==> src/rtl/sync_fifo_ram.sv <==
// Single-clock RAM-backed show-ahead FIFO with occupancy flags.
// Optional sticky error flags: define SYNC_FIFO_ERR_FLAGS_EN.
module sync_fifo_ram #(
   parameter int SIZE         = 8,
   parameter int DEPTH        = 16,
   parameter int ALMOST_FULL  = 14,
   parameter int ALMOST_EMPTY = 2
) (
   input  logic                       clk,
   input  logic                       rst,
   input  logic [SIZE-1:0]            din,
   input  logic                       wput,
   output logic                       full,
   input  logic                       rget,
   output logic [SIZE-1:0]            dout,
   output logic                       empty,
   output logic [$clog2(DEPTH+1)-1:0] count,
   output logic                       almost_full,
   output logic                       almost_empty
`ifdef SYNC_FIFO_ERR_FLAGS_EN
   ,
   input  logic                       clr_err,
   output logic                       overflow,
   output logic                       underflow
`endif
);

   localparam int AW = $clog2(DEPTH);
   localparam int CW = $clog2(DEPTH + 1);

   localparam logic [CW-1:0] DEPTH_C = CW'(DEPTH);
   localparam logic [CW-1:0] AF_C    = CW'(ALMOST_FULL);
   localparam logic [CW-1:0] AE_C    = CW'(ALMOST_EMPTY);

   logic [SIZE-1:0] mem [DEPTH];
   logic [AW-1:0]   wr_ptr;
   logic [AW-1:0]   rd_ptr;
   logic [AW-1:0]   rd_nxt;
   logic [CW-1:0]   cnt;
   logic [CW-1:0]   cnt_nxt;
   logic            push_acc;
   logic            pop_acc;
   logic            bypass;
   logic            ld;

   assign full         = (cnt == DEPTH_C);
   assign empty        = (cnt == '0);
   assign almost_full  = (cnt >= AF_C);
   assign almost_empty = (cnt <= AE_C);
   assign count        = cnt;

   assign push_acc = wput & ~full;
   assign pop_acc  = rget & ~empty;

   // Next occupancy and look-ahead read address for the show-ahead register.
   always_comb begin
      cnt_nxt = cnt;
      rd_nxt  = rd_ptr;
      if (pop_acc) begin
         rd_nxt = rd_ptr + AW'(1);
      end
      case ({push_acc, pop_acc})
         2'b10:   cnt_nxt = cnt + CW'(1);
         2'b01:   cnt_nxt = cnt - CW'(1);
         default: cnt_nxt = cnt;
      endcase
   end

   // Write colliding with the next head must forward din; the RAM is read-old.
   // dout is only reloaded while something remains, so it holds when empty.
   assign bypass = push_acc & (wr_ptr == rd_nxt);
   assign ld     = (push_acc | pop_acc) & (cnt_nxt != '0);

   // Storage write port; left unreset so it can map to block RAM.
   always_ff @(posedge clk) begin
      if (push_acc) begin
         mem[wr_ptr] <= din;
      end
   end

   // Pointers and occupancy.
   always_ff @(posedge clk or posedge rst) begin
      if (rst) begin
         wr_ptr <= '0;
         rd_ptr <= '0;
         cnt    <= '0;
      end else begin
         if (push_acc) begin
            wr_ptr <= wr_ptr + AW'(1);
         end
         rd_ptr <= rd_nxt;
         cnt    <= cnt_nxt;
      end
   end

   // Registered read port with write-to-read forwarding.
   always_ff @(posedge clk or posedge rst) begin
      if (rst) begin
         dout <= '0;
      end else if (ld) begin
         dout <= bypass ? din : mem[rd_nxt];
      end
   end

`ifdef SYNC_FIFO_ERR_FLAGS_EN
   // Sticky misuse flags; a new event wins over a clear in the same cycle.
   always_ff @(posedge clk or posedge rst) begin
      if (rst) begin
         overflow  <= 1'b0;
         underflow <= 1'b0;
      end else begin
         if (wput & full) begin
            overflow <= 1'b1;
         end else if (clr_err) begin
            overflow <= 1'b0;
         end
         if (rget & empty) begin
            underflow <= 1'b1;
         end else if (clr_err) begin
            underflow <= 1'b0;
         end
      end
   end
`endif

endmodule

==> config.mk <==
export PLATFORM = sky130hd
export DESIGN_NAME = sync_fifo_ram
export DESIGN_NICKNAME = d
export VERILOG_FILES = /design/src/rtl/sync_fifo_ram.sv
export SDC_FILE = /design/constraint.sdc
export NUM_CORES = 1
export LEC_CHECK = 0
export ABC_AREA = 1
export CELL_PAD_IN_SITES_DETAIL_PLACEMENT = 1
export CELL_PAD_IN_SITES_GLOBAL_PLACEMENT = 1
export CORE_ASPECT_RATIO = 0.5
export CORE_MARGIN = 2
export CORE_UTILIZATION = 45
export CTS_BUF_LIST = sky130_fd_sc_hd__clkbuf_8 sky130_fd_sc_hd__clkbuf_16
export DETAILED_ROUTE_END_ITERATION = 7
export PLACE_DENSITY_LB_ADDON = 0.1
export SLEW_MARGIN = 20
export SYNTH_ARGS = -nofsm -noshare
export SYNTH_HDL_FRONTEND = slang
export SYNTH_SLANG_ARGS = --single-unit
==> constraint.sdc <==
create_clock -name clk -period 4.48 [get_ports clk]
set_clock_uncertainty 0.15 [all_clocks]
set_input_delay 0.672 -clock clk [delete_from_list [all_inputs] [get_ports clk]]
set_output_delay 0.672 -clock clk [all_outputs]
set_load 0.1 [all_outputs]
* Yosys cells after proc, flatten, opt, wreduce, memory -nomap -nowiden
Memories as Yosys holds them, arrays and structs flattened. A register that Yosys moved wholly into a read port is not among the register bits.
Cells that the tools add are included.
** Storage, ports and cells
- Bits in registers :: 13
- Bits in writable memories :: 128
- Input port bits :: 12
- Word-level logic and storage cells :: 25
- Memories kept :: 1
** Memories
- mem :: words 16, bits a word 8, rd ports 1, clocked after memory_dff 1, write ports 1, line 35 : logic [SIZE-1:0] mem [DEPTH];
** Cells by class
- Add/sub/neg operators :: 4
- $lt $le $gt $ge :: 2
- Eq/ne operators :: 3
- Muxes and demuxes :: 4
- Bitwise gates (word level) :: 6
- Reductions and logical operators :: 2
** Operator list (count)
- 5-bit one-hot mux with 2 select lines :: 1
- 4-bit by 1-bit adder with 4-bit output (second input constant) :: 2
- 5-bit by 1-bit adder with 5-bit output (second input constant) :: 1
- 5-bit == test (second input constant) :: 1
- 5-bit by 4-bit greater-or-equal comparator with 1-bit output (second input constant) :: 1
- 5-bit by 2-bit <= comparator with 1-bit output (second input constant) :: 1
- 5-bit logical NOT :: 1
- 5-bit nonzero test :: 1
- 5-bit by 1-bit subtractor with 5-bit output (second input constant) :: 1
- 4-bit 2-to-1 mux :: 1
- 1-bit AND :: 3
- 2-bit by 1-bit == test with 1-bit output (second input constant) :: 1
- 2-bit == test (second input constant) :: 1
- 1-bit 2-to-1 mux :: 2
- 1-bit inverter :: 2
- 1-bit OR :: 1

* Depth between registers and ports, before layout
- Depth in word-level cells :: 7
- Mapped depth :: 20

* Worst setup path before layout
Ideal clock, no wire load.
- Kind :: register -> output
- Start point :: register cnt[3], in the netlist count[3]
- End point :: output almost_empty
- Data arrival time :: 3.362 ns
- Data required time :: 3.658 ns
- Path slack :: 0.296 ns
- Cell stages (with the launch flop) :: 4
- Path buffers :: 0
- Cell sequence :: dfrtp_1 > nor2_4 > inv_1 > a211oi_1
** Between the ends
- Cells in the longest elaborated chain, start to end :: 1
** Ends and longest elaborated chain
- start: declaration :: line 39 : logic [CW-1:0] cnt;
- start signal: assignment :: line 92 : cnt <= cnt_nxt;
- 5-bit by 2-bit <= comparator with 1-bit output :: line 49 : assign almost_empty = (cnt <= AE_C);
- end: declaration :: line 19 : output logic almost_empty
Every way passes these cells.

* Final worst setup path
- Start point :: register cnt[2], in the netlist count[2]
- End point :: output almost_empty
Same word-level chain as after synthesis.

==> results by group <==
STA
  – Slack of the critical path: 1.20 ns
  – Actual slew at the worst max-slew pin: 1.00 ns
  – Slew HR: 33.1%
  – Final setup viols: 0
  – Unrepaired setup endpoints after global routing: false
  – Final Max Slew Viols: 0
  – Fin crit share: 73.1%
  – Setup tns final: 0 ns
  – Crit path time final: 3.28 ns
  – Final hold viol count: 0
  – Max Fclk: 305 MHz

Clocking
  – Total CTS buffers: 17
  – CTS resizes: 0
  – Hold buffers post-CTS: 0
  – Longest Clk Path Bufs: 2
  – Clk Latency, worst-skew pair: 0.42 ns
  – Clock sinks: 149
  – Clock root buffer: clkbuf_16
  – Htree depth: 4
  – CTS tree: built
  – Worst-path clk slew: 0.06 ns
  – Post-CTS Setup Bufs: 0

Power
  – Power density cells: 777 mW/mm^2
  – Switching share of power: 45.7%
  – Pint: 3450 uW
  – Comb pwr share: 47.0%
  – Leakage Power: 0.00348 uW
  – Sw power: 2900 uW
  – Reg power frac: 29.4%
  – Clock power share: 23.6%
  – VDD IR max: 336 uV

Placed design
  – Pre-CTS worst setup slack: 0.817 ns
  – PortBufs: 28
  – Post-DP Area: 0.00756 sq mm
  – Dpl hpwl: 12,000 um
  – GP Congestion: 0.781

GRT
  – Vias in the first global route: 5,118
  – Total gr overflow: 0
  – Antenna violations before repair: 0
  – First-pass GRT wire length: 29,800 um
  – Pin count of the biggest net entering global routing: 65
  – GRT Total Usage: 24.2%

Worst setup path
  – Worst path max stage delay: 1.16 ns
  – Worst endpoint required time: 3.66 ns
  – Critical path class: flip-flop to primary output
  – CP Max Fanout: 6
  – Crit path cell chain: nor2_4, inv_1, a211oi_1, clkdlybuf4s50_1
  – Slowest-stage cell, CP: clkdlybuf4s50_1
  – Crit start category: flip-flop
  – Crit path capture type: primary output
  – Delay-heaviest family, CP: buffers and inverters
  – Critical path arrival: 2.45 ns
  – Number of buffers and inverters on the critical path: 2

Route
  – DRC: 0
  – WL final: 19,100 um
  – Router iterations before antenna repair: 5
  – 1st-iter DRT viols: 345
  – Routed Antenna Nets: 0
  – Via density: 5.28
  – Via count: 5,013
  – Drt wl/cell: 20.1 um

Hold path
  – Worst Hold Class: flip-flop to flip-flop

Finish
  – Area occupied by multi-input gates: 0.00211 sq mm
  – Fin nets: 753
  – N_diodes: 0
  – Fill cell count: 1,719
  – Register Area: 0.00437 sq mm
  – Area grow syn2layout: 14.5%
  – Design area: 0.00817 sq mm
  – Layout cells sized above 1: 8.32%

Synthesis
  – Ys Warns: 0
  – FF+latch count, synth: 149
  – Post-synth ARST share: 14.1%
  – Syn Nets: 730
  – Avg Synthesized Cell Area: 10.1 sq um
  – Top FF cell, synth: edfxtp_1
  – Unique cell type count in the Yosys netlist: 31
  – Sequential area share after synthesis: 61.2%
  – Post-synth EDFFs: 128
  – Post-Syn Instances: 709
  – Cell Area, Synth: 0.00714 sq mm

Floorplanning
  – Core area: 0.0155 sq mm
  – Die area: 0.0169 sq mm
  – Die Y: 93.1 um
  – # rows: 32
  – Initial Util: 46.2%
  – I/O pin total: 29
  – Die Span X: 182 um

Run status
  – Status: completed

Flow run
  – Max_cap viols: 0
## cells in the final DEF, fill, tap and decap left out, types with 9 or more instances in the layout
cell type | netlist | layout
nand3_1 | 166 | 165
nand2_1 | 130 | 130
edfxtp_1 | 128 | 128
inv_1 | 118 | 121
nand3b_1 | 33 | 33
nor2_1 | 32 | 32
clkdlybuf4s50_1 | 0 | 28
dfrtp_1 | 21 | 21
clkbuf_16 | 0 | 17
ha_1 | 9 | 9
## worst reg2reg max path, stage by stage (launching register included)
cell	delay, ns
dfrtp_1	0.46
nor2_2	0.21
nand3_1	0.12
nand2_1	0.19
ha_1	0.29
xor2_1	0.24
ha_1	0.27
nand2_1	0.07
nand2_1	0.05
or2_0	0.21
nor2_1	0.10
nand3_1	0.12
o21bai_4	0.39
nor2_1	0.10
nand2_1	0.08
nand2_1	0.06
## routing by layer
layer	vias to the layer above	share of wire, %	track usage (%)
li1	2387	-	-
met2	120	46	39.5
met5	-	0	0
met3	17	5.8	5.65
met1	2489	47	33.2
met4	0	0.91	5.31
## Yosys cell counts (2+ instances only)
library cell | count | area, sq um
nand3_4 | 2 | 35.0
nor2_4 | 2 | 22.5
ha_1 | 9 | 113
xor2_1 | 6 | 52.6
nand3b_1 | 33 | 248
buf_2 | 20 | 100
nand2_1 | 130 | 488
nand2_2 | 7 | 43.8
nand3_1 | 166 | 831
inv_1 | 118 | 443
xnor2_1 | 2 | 17.5
dfrtp_1 | 21 | 526
buf_6 | 2 | 22.5
nor2_1 | 32 | 120
inv_2 | 4 | 15.0
nor2_2 | 5 | 31.3
nand2_4 | 2 | 22.5
edfxtp_1 | 128 | 3840
buf_4 | 8 | 60.1
## cells by family (layout without fill, tap and decap cells)
logic type               after synthesis  count (layout)  share of synthesized area (%)
AO/OA/AOI/OAI                          6               6                          0.701
XOR/XNOR                               8               8                          0.982
adder cells (fa/ha/maj)                9               9                           1.58
buffers and inverters                155             191                           9.27
flip-flops                           149             149                           61.2
AND/OR/NAND/NOR                      382             382                           26.3
## power by group through the flow
| stage | registers [uW] | clock network [uW] | logic, uW |
|---|---|---|---|
| after global placement | 1890 | 0 | 2910 |
| after detailed placement | 1900 | 0 | 2950 |
| final | 1870 | 1500 | 2990 |
| after floorplan | 2290 | 0 | 1740 |
| after global routing | 1890 | 1580 | 3250 |
| after CTS | 1870 | 1510 | 2990 |
## layout make-up
class / count / share of cell area (%)
tap: 204 / 3.12
sequential: 149 / 53.5
clock buffer: 17 / 5.21
inverter: 124 / 5.82
timing repair buffer: 35 / 4.23
clock inverter: 15 / 2.30
multi-input combinational: 405 / 25.8
## per-stage QoR
| stage | power (uW) | hold slack, ns | utilization, % | instances |
|---|---|---|---|---|
| after global routing | 6720 | 0.367 | 52.9 | 949 |
| after detailed placement | 4850 | 0.324 | 48.9 | 917 |
| after CTS | 6380 | 0.340 | 52.9 | 949 |
| after floorplan | 4030 | 0.448 | - | 709 |
| after global placement | 4800 | 0.321 | 48.9 | 917 |
| final | 6350 | 0.340 | 52.9 | 949 |
## flip-flops by register name, indices dropped and copies added (netlist names)
signal,cells
count,5
dout,8
mem,128
rd_ptr,4
wr_ptr,4
## final timing paths
path,from,to,slack (ns),cells past startpoint
max,count[2],almost_empty,1.20,4
max reg2reg,count[0],dout[4],1.25,15
min in group asynchronous,rst,rd_ptr[1],0.58,2
min reg2reg,dout[5],dout[5],0.34,2
max in group asynchronous,rst,count[4],3.07,2
min,dout[5],dout[5],0.34,2
No activity file was read; power rests on OpenSTA's default activity.
